### src/rtl/alu_pkg.sv
// alu_pkg: shared definitions for the ALU and its two-client arbiter.
//   DEF_W          default datapath width
//   OP_*           ALU opcodes; 9..14 are reserved and treated as illegal
//   state_e        arbiter sequencing states
//   is_illegal()   true for the reserved opcode range
package alu_pkg;

  localparam int DEF_W = 16;

  localparam logic [3:0] OP_NOOP  = 4'd0;
  localparam logic [3:0] OP_ADD   = 4'd1;
  localparam logic [3:0] OP_SUB   = 4'd2;
  localparam logic [3:0] OP_MULT  = 4'd3;
  localparam logic [3:0] OP_DIV   = 4'd4;
  localparam logic [3:0] OP_AND   = 4'd5;
  localparam logic [3:0] OP_OR    = 4'd6;
  localparam logic [3:0] OP_XOR   = 4'd7;
  localparam logic [3:0] OP_NOT   = 4'd8;
  localparam logic [3:0] OP_RESET = 4'd15;

  localparam logic [3:0] OP_ILL_LO = 4'd9;
  localparam logic [3:0] OP_ILL_HI = 4'd14;

  typedef enum logic [1:0] {
    IDLE  = 2'd0,
    ISSUE = 2'd1,
    RESP  = 2'd2
  } state_e;

  function automatic logic is_illegal(input logic [3:0] op);
    return (op >= OP_ILL_LO) && (op <= OP_ILL_HI);
  endfunction

endpackage

### src/rtl/rr_arb2.sv
// rr_arb2: combinational two-way round-robin grant.
//   valid[1:0]  in   request lines
//   prio        in   requester that wins when both are valid
//   grant[1:0]  out  one-hot grant (all zero when nothing is valid)
// The priority pointer itself lives in the instantiating block.
module rr_arb2 (
  input  logic [1:0] valid,
  input  logic       prio,
  output logic [1:0] grant
);

  always_comb begin
    // NOTE: assigning a default before any condition keeps this purely
    // combinational; a path that leaves grant unassigned would infer a latch.
    grant = valid;
    if (valid == 2'b11) begin
      grant = prio ? 2'b10 : 2'b01;
    end
  end

endmodule

### src/rtl/alu_arbiter.sv
// alu_arbiter: shares one ALU between two clients.
//   clk, rst_n                       clock, asynchronous active-low reset
//   reqN_valid/ready                 request handshake per client (N = 0, 1)
//   reqN_op, reqN_a, reqN_b          request payload
//   rsp_valid/ready                  response handshake
//   rsp_id, rsp_data, rsp_err        owner, result and error flag
//   alu_in1, alu_in2, alu_opcode     ALU drive (NOOP / 0 except in ISSUE)
//   alu_out                          ALU combinational result
// Sequence: IDLE (arbitrate, accept) -> ISSUE (one ALU cycle) -> RESP
// (hold until consumed). Rejected operations never reach the ALU, so the
// shared accumulator is left untouched by them.
module alu_arbiter
  import alu_pkg::*;
#(
  parameter int W = DEF_W
) (
  input  logic         clk,
  input  logic         rst_n,
  input  logic         req0_valid,
  output logic         req0_ready,
  input  logic [3:0]   req0_op,
  input  logic [W-1:0] req0_a,
  input  logic [W-1:0] req0_b,
  input  logic         req1_valid,
  output logic         req1_ready,
  input  logic [3:0]   req1_op,
  input  logic [W-1:0] req1_a,
  input  logic [W-1:0] req1_b,
  output logic         rsp_valid,
  input  logic         rsp_ready,
  output logic         rsp_id,
  output logic [W-1:0] rsp_data,
  output logic         rsp_err,
  output logic [W-1:0] alu_in1,
  output logic [W-1:0] alu_in2,
  output logic [3:0]   alu_opcode,
  input  logic [W-1:0] alu_out
);

  state_e       state_q, state_d;
  logic         prio_q, prio_d;
  logic [3:0]   op_q, op_d;
  logic [W-1:0] b_q, b_d;
  logic         id_q, id_d;
  logic [3:0]   alu_op_q, alu_op_d;
  logic [W-1:0] alu_in1_q, alu_in1_d;
  logic [W-1:0] alu_in2_q, alu_in2_d;
  logic         rsp_valid_q, rsp_valid_d;
  logic         rsp_id_q, rsp_id_d;
  logic [W-1:0] rsp_data_q, rsp_data_d;
  logic         rsp_err_q, rsp_err_d;

  logic [1:0]   grant;
  logic         idle;
  logic         win_id;
  logic [3:0]   win_op;
  logic [W-1:0] win_a, win_b;
  logic         win_reject;
  logic         div0_q;

  rr_arb2 u_arb (
    .valid ({req1_valid, req0_valid}),
    .prio  (prio_q),
    .grant (grant)
  );

  assign idle    = (state_q == IDLE);
  assign win_id  = grant[1];
  assign win_op  = win_id ? req1_op : req0_op;
  assign win_a   = win_id ? req1_a  : req0_a;
  assign win_b   = win_id ? req1_b  : req0_b;
  // Rejected requests are steered to NOOP before they are issued.
  assign win_reject = ((win_op == OP_DIV) && (win_b == '0)) || is_illegal(win_op);
  assign div0_q     = (op_q == OP_DIV) && (b_q == '0);

  // Ready is gated by rst_n so it reads low for the whole reset window,
  // even while a client holds valid high.
  assign req0_ready = rst_n && idle && grant[0];
  assign req1_ready = rst_n && idle && grant[1];

  always_comb begin
    state_d     = state_q;
    prio_d      = prio_q;
    op_d        = op_q;
    b_d         = b_q;
    id_d        = id_q;
    alu_op_d    = alu_op_q;
    alu_in1_d   = alu_in1_q;
    alu_in2_d   = alu_in2_q;
    rsp_valid_d = rsp_valid_q;
    rsp_id_d    = rsp_id_q;
    rsp_data_d  = rsp_data_q;
    rsp_err_d   = rsp_err_q;

    case (state_q)
      IDLE: begin
        if (grant != 2'b00) begin
          op_d    = win_op;
          b_d     = win_b;
          id_d    = win_id;
          prio_d  = ~win_id;
          state_d = ISSUE;
          if (win_reject) begin
            alu_op_d  = OP_NOOP;
            alu_in1_d = '0;
            alu_in2_d = '0;
          end else begin
            alu_op_d  = win_op;
            alu_in1_d = win_a;
            alu_in2_d = win_b;
          end
        end
      end

      ISSUE: begin
        alu_op_d    = OP_NOOP;
        alu_in1_d   = '0;
        alu_in2_d   = '0;
        rsp_valid_d = 1'b1;
        rsp_id_d    = id_q;
        if (div0_q) begin
          rsp_data_d = '1;
          rsp_err_d  = 1'b1;
        end else if (is_illegal(op_q)) begin
          rsp_data_d = '0;
          rsp_err_d  = 1'b1;
        end else begin
          rsp_data_d = alu_out;
          rsp_err_d  = 1'b0;
        end
        state_d = RESP;
      end

      RESP: begin
        if (rsp_ready) begin
          rsp_valid_d = 1'b0;
          state_d     = IDLE;
        end
      end

      default: state_d = IDLE;
    endcase
  end

  always_ff @(posedge clk or negedge rst_n) begin
    if (!rst_n) begin
      state_q     <= IDLE;
      prio_q      <= 1'b0;
      op_q        <= OP_NOOP;
      b_q         <= '0;
      id_q        <= 1'b0;
      alu_op_q    <= OP_NOOP;
      alu_in1_q   <= '0;
      alu_in2_q   <= '0;
      rsp_valid_q <= 1'b0;
      rsp_id_q    <= 1'b0;
      rsp_data_q  <= '0;
      rsp_err_q   <= 1'b0;
    end else begin
      state_q     <= state_d;
      prio_q      <= prio_d;
      op_q        <= op_d;
      b_q         <= b_d;
      id_q        <= id_d;
      alu_op_q    <= alu_op_d;
      alu_in1_q   <= alu_in1_d;
      alu_in2_q   <= alu_in2_d;
      rsp_valid_q <= rsp_valid_d;
      rsp_id_q    <= rsp_id_d;
      rsp_data_q  <= rsp_data_d;
      rsp_err_q   <= rsp_err_d;
    end
  end

  assign alu_opcode = alu_op_q;
  assign alu_in1    = alu_in1_q;
  assign alu_in2    = alu_in2_q;
  assign rsp_valid  = rsp_valid_q;
  assign rsp_id     = rsp_id_q;
  assign rsp_data   = rsp_data_q;
  assign rsp_err    = rsp_err_q;

endmodule

### config.mk
export PLATFORM = sky130hd
export DESIGN_NAME = alu_arbiter
export DESIGN_NICKNAME = d
export VERILOG_FILES = /design/src/rtl/alu_pkg.sv /design/src/rtl/rr_arb2.sv /design/src/rtl/alu_arbiter.sv
export SDC_FILE = /design/constraint.sdc
export NUM_CORES = 1
export LEC_CHECK = 0
export BUFFER_PORTS_ARGS = -buffer_cell sky130_fd_sc_hd__buf_2
export CAP_MARGIN = 20
export CORE_MARGIN = 1
export CORE_UTILIZATION = 26
export CTS_CLUSTER_DIAMETER = 60
export DETAILED_ROUTE_END_ITERATION = 10
export GPL_ROUTABILITY_DRIVEN = 0
export PLACE_DENSITY = 0.59
export SLEW_MARGIN = 15
export SYNTH_ARGS = -nofsm -noshare
export SYNTH_HDL_FRONTEND = slang
export SYNTH_SLANG_ARGS = --single-unit
### constraint.sdc
create_clock -name clk -period 1.6 [get_ports clk]
set_input_delay 0.32 -clock clk [delete_from_list [all_inputs] [get_ports clk]]
set_output_delay 0.32 -clock clk [all_outputs]
set_load 0.05 [all_outputs]
; ---- After elaboration in Yosys (flattened, before gate mapping)
; Index checks and enable logic that the tools add are counted.
[totals]
input_bits = 93
out_inout_bits = 57
regBits = 79
[op_classes]
n_eq_ne = 7
n_lt_le_gt_ge = 4
n_reduce_logical = 18
muxes = 23
bitwise = 1
[op_table]
columns = operator, n
row1 = 16-bit two-way mux, 8
row2 = 16-bit one-hot mux with 2 select lines, 2
row3 = 16-bit logical NOT, 2
row4 = 4-bit two-way mux, 3
row5 = 4-bit by 3-bit == test with 1-bit output (second input constant), 2
row6 = 4-bit greater-or-equal comparator (second input constant), 2
row7 = 4-bit <= comparator (second input constant), 2
row8 = 2-bit two-way mux, 4
row9 = 4-bit one-hot mux with 2 select lines, 1
row10 = 2-bit AND reduction, 4
row11 = 1-bit logical AND, 7
row12 = 2-bit one-hot mux with 3 select lines, 1
row13 = 2-bit nonzero test, 3
row14 = 2-bit == test (second input constant), 2
row15 = 1-bit two-way mux, 3
row16 = 2-bit by 1-bit == test with 1-bit output (second input constant), 1
row17 = 2-bit logical NOT, 1
row18 = 2-bit by 1-bit != test with 1-bit output (second input constant), 1
row19 = 2-bit != test (second input constant), 1
row20 = 1-bit one-hot mux with 2 select lines, 1
row21 = 1-bit logical OR, 1
row22 = 1-bit inverter, 1

; ---- Longest topological paths before layout
[logic_depth]
ltp_word = 9
ltp_mapped = 7
depth_no_buf = 5

; ---- Cells and area by module
; Synthesis repeated with hierarchy kept, for this count alone.
[unflattened]
cells_unflattened = 356
hier_area_um2 = 3623.5
[modules_own_cells]
columns = module, cells_per_inst, n_inst, seq_area_each_um2, area_per_inst_um2
row1 = alu_arbiter, 353, 1, 1976.9, 3604.7
row2 = rr_arb2, 3, 1, 0.0, 18.8

; ---- Worst setup path after synthesis
; Ideal clock, no wire load.
[synth_path]
path_type = input to register
from = input req0_b[10]
to = register alu_op_q[2], in the netlist alu_opcode[2]
path_slack_ps = -288
stages = 6
path_buffers = 1
setup_ps = 121
t_arrival_ps = 1767
cell_sequence = or4_4 a2111oi_4 a31oi_2 o211ai_4 buf_12 o21ai_2
[synth_via]
elab_chain_len = 7
[synth_lines]
columns = element, line_no
row1 = "start, declared", alu_arbiter.sv:23  ; input logic [W-1:0] req0_b,
row2 = 16-bit two-way mux, alu_arbiter.sv:71  ; assign win_b = win_id ? req1_b : req0_b;
row3 = 16-bit logical NOT, alu_arbiter.sv:73  ; assign win_reject = ((win_op == OP_DIV) && (win_b == '0)) || is_illegal(win_op);
row4 = 1-bit logical AND, alu_arbiter.sv:73
row5 = 1-bit logical OR, alu_arbiter.sv:73
row6 = 4-bit two-way mux, alu_arbiter.sv:103  ; if (win_reject) begin
row7 = 4-bit two-way mux, alu_arbiter.sv:97  ; if (grant != 2'b00) begin
row8 = 4-bit one-hot mux with 2 select lines, alu_arbiter.sv:95  ; case (state_q)
row9 = "end signal, assigned", alu_arbiter.sv:165  ; alu_op_q <= alu_op_d;
row10 = "end, declared", alu_arbiter.sv:45  ; logic [3:0] alu_op_q, alu_op_d;
; Every way passes these cells. The select of a mux whose other input is x is not followed.
; A chain may end at the register's enable or synchronous reset.

; ---- Worst setup path in the final report
[layout_path]
from = register prio_q
to = register alu_in1_q[6], in the netlist alu_in1[6]
[layout_via]
elab_chain_len = 9
[layout_lines]
columns = element, line_no
row1 = "start, declared", alu_arbiter.sv:41  ; logic prio_q, prio_d;
row2 = "start signal, assigned", alu_arbiter.sv:161  ; prio_q <= prio_d;
row3 = 2-bit two-way mux *, rr_arb2.sv:17  ; grant = prio ? 2'b10 : 2'b01;
row4 = 2-bit two-way mux *, rr_arb2.sv:16  ; if (valid == 2'b11) begin
row5 = 4-bit two-way mux or 16-bit two-way mux (tied branches), "alu_arbiter.sv:69, alu_arbiter.sv:71"
row6 = 4-bit greater-or-equal comparator (tied with other cells), alu_pkg.sv:31  ; return (op >= OP_ILL_LO) && (op <= OP_ILL_HI);
row7 = 1-bit logical AND (on tied branches), "alu_pkg.sv:31, alu_arbiter.sv:73"
row8 = 1-bit logical OR, alu_arbiter.sv:73
row9 = 16-bit two-way mux, alu_arbiter.sv:103
row10 = 16-bit two-way mux, alu_arbiter.sv:97
row11 = 16-bit one-hot mux with 2 select lines, alu_arbiter.sv:95
row12 = "end signal, assigned", alu_arbiter.sv:166  ; alu_in1_q <= alu_in1_d;
row13 = "end, declared", alu_arbiter.sv:46  ; logic [W-1:0] alu_in1_q, alu_in1_d;
; Every way passes the cells marked *; elsewhere a longest branch is shown, timed or not. The select of a mux whose other input is x is not followed.

==> flow_summary.yaml <==
worst_setup_path:
  end_kind: "register"
  crit_fanout: 8
  crit_type: "register to register"
  worstRegToRegCells: 7
  cp.arrival_ps: 1970
  cp.required_ps: 1820
  startpoint_type: "register"
finish:
  layout-drive-gt1-share_pct: 48.3
  syn2layout_area_growth_pct: 52.7
  n_antenna_cell: 0
  final_cell_area_mm2: 0.00553
  fillers: 1315
  nNetsFinal: 632
  multiInputGateArea_mm2: 0.00174
  seqCellArea_mm2: 0.00198
routing:
  drtIter0Drc: 96
  routed_wl_um: 11000
  antenna_left: 0
  via_per_inst: 4.75
  routedWlPerCell_um: 15.3
  vias: 3417
  firstDrtPassIters: 4
  drc: 0
grt:
  grt_overflow: 0
  grt_pass1_vias: 3371
  grtUsageTotal_pct: 15.1
  grt_max_degree: 79
  antenna_found_initial: 0
  grt_pass1_wl_um: 16800
pwr:
  swShare_pct: 47.8
  vdd_drop_max_v: 0.000878
  p_comb_share_pct: 53.5
  switchingPower_mw: 5.70
  internal-power_mw: 6.23
  p_per_area_mw_per_mm2: 2160
  power_frac_clock_pct: 17.2
  p_leak_nw: 2.66
  power_frac_seq_pct: 29.4
cts:
  numCtsBuffers: 9
  clock_latency_ps: 340
  clock_sinks: 79
  htreeDepth: 3
  ctsRootBufferMaster: "clkbuf_16"
  cts_buffer_depth: 2
  cts_tree: "done"
  clk_pin_slew_worst_paths_ps: 60
logic_synthesis:
  yosys.area.top_type_share_pct: 54.7
  synth.largest_area_cell: "dfrtp_1"
  synthCells: 358
  ys_top_cells_by_area: "dfrtp_1 55%, mux2i_1 9.7%, nand2_1 6.5%"
  synthFlopType: "dfrtp_1"
  synth_edf_count: 0
  synth_seq_cells: 79
  syn-num-nets: 451
  synthArstFlopShare_pct: 100
  synth_area_per_cell_um2: 10.1
  yosysSeqAreaShare_pct: 54.7
  synth_area_mm2: 0.00362
  yosysUniqueCellTypes: 39
  yosys_warnings: 0
  yosysMostFrequentCell: "dfrtp_1"
  synth_common_cells: "79 x dfrtp_1, 63 x nand2_1, 43 x o21ai_0"
sta:
  hold_violations: 0
  max_freq_mhz: 571
  setup_ws_ps: -150
  worstMarginPinSlew_ps: 451
  fin_crit_sh_pct: 109
  min_period_ps: 1750
  setup_viol: 24
  maxSlewHeadroom_pct: 69.7
  clock_skew_ps: 10.1
  rsz0062_at_grt: "yes"
  report.final.slew_viol_count: 0
  hold_ws_ps: 48.3
placed_design:
  dpl.hpwl_um: 7970
  pre_cts_slack_ps: -495
  portBuffers: 149
  place_area_mm2: 0.00485
status:
  violations: "negative setup slack"
  status: "finished, violations left"
floorplan:
  die-area_mm2: 0.0144
  initial_core_util_pct: 27.0
  fp.dieW_um: 120
  die_y_um: 120
  rows: 42
  boundaryPins: 150
  core_area_mm2: 0.0134
min_path:
  hold_path.class: "input port to asynchronous set/reset pin"
job:
  max-cap-violations: 0
power groups by stage:
stage / Clock (mW) / Sequential (mW) / Combinational [mW]
6_report: 2.05 / 3.51 / 6.38
5_1_grt: 2.18 / 3.62 / 6.82
4_1_cts: 2.11 / 3.50 / 6.04
3_5_place_dp: 0 / 3.51 / 5.88
3_3_place_gp: 0 / 3.46 / 5.78
2_1_floorplan: 0 / 5.70 / 1.89
placed cells by master, fill, tap and decap left out, types with 2 or more instances in the layout:
cell	Yosys	layout
a21oi_1	35	35
a31oi_1	3	3
and3_1	3	2
buf_12	1	9
buf_2	4	146
buf_4	0	22
buf_6	0	7
buf_8	0	3
clkbuf_1	15	3
clkbuf_16	0	12
dfrtp_1	79	79
inv_1	2	2
mux2i_1	35	19
mux2i_2	0	12
mux2i_4	0	4
nand2_1	63	61
nand3_1	3	3
nor2_1	22	21
nor3_1	3	3
nor4_1	6	4
nor4_2	0	2
nor4b_1	2	2
o21ai_0	43	20
o21ai_1	3	10
o21ai_2	10	26
or2_2	2	2
or4_1	5	4
or4_4	1	2
worst paths after layout:
| path | startpoint | end | slack, ps |
|---|---|---|---|
| hold reg to reg | alu_in1[0]$_DFFE_PN0P_ | alu_in1[0]$_DFFE_PN0P_ | 480 |
| setup / recovery | prio_q$_DFFE_PN0P_ | alu_in1[6]$_DFFE_PN0P_ | -150 |
| hold / removal | rst_n | rsp_valid$_DFFE_PN0P_ | 50 |
| setup reg to reg | prio_q$_DFFE_PN0P_ | alu_in1[6]$_DFFE_PN0P_ | -150 |
| max in group asynchronous | rst_n | prio_q$_DFFE_PN0P_ | 1130 |
| min in group clk | req1_a[10] | alu_in1[10]$_DFFE_PN0P_ | 250 |
routing by layer:
metal  vias to the layer above  share of wire, %  track usage (%)
met1                      1643                43             18.8
li1                       1637                 -                -
met4                         0               1.8             5.78
met2                       120                49             25.6
met3                        17               5.3             3.18
met5                         -                 0                0
worst max-delay path, cell delays in order, from the launching register on:
cell and delay (ps):
dfrtp_1 400, nand2b_4 160, buf_6 130, a2111oi_4 340, a31oi_2 90, o211ai_4 250, clkbuf_16 210, o21ai_2 50
what timing repair did:
item	in CTS	in global routing
pin swaps	2	14
resized for setup	37	48
hold buffers	1	0
setup endpoints to repair	44	67
cloned	0	3
setup buffers	3	3
endpoints found under the hold margin	1	0
state kept, by name, summed over array words and instances, names as in the netlist:
register	flops
b_q	16
prio_q	1
rsp_valid	1
alu_in1	16
alu_in2	16
op_q	4
rsp_data	16
state_q	2
rsp_err	1
rsp_id	1
id_q	1
alu_opcode	4
kinds of logic (layout without fill, tap and decap cells):
family                 after synthesis  in the layout  share of synthesized area (%)
buffers and inverters               23            209                           2.97
multiplexers                        36             36                           10.0
flip-flops                          79             79                           54.7
AND/OR/NAND/NOR                    117            117                           15.0
AO/OA/AOI/OAI                      103            103                           17.4
layout make-up:
type	instances	share of cell area [%]
clock buffer	13	4.53
inverter	2	0.136
clock inverter	3	0.770
timing repair buffer	191	23.3
multi-input combinational	256	31.5
sequential	79	35.8
tap	176	3.99
through the flow:
| stage | instances | TNS, ps | util [%] | total power, mW |
|---|---|---|---|---|
| CTS | 714 | -2680 | 39.2 | 11.7 |
| floorplan | 358 | -3630 | - | 7.59 |
| global route | 720 | -4650 | 41.2 | 12.6 |
| detailed placement | 694 | -8840 | 36.2 | 9.39 |
| global placement | 694 | -7590 | 36.2 | 9.24 |
| finish | 720 | -2420 | 41.2 | 11.9 |
Note: power is estimated with default switching activity, not from simulation.
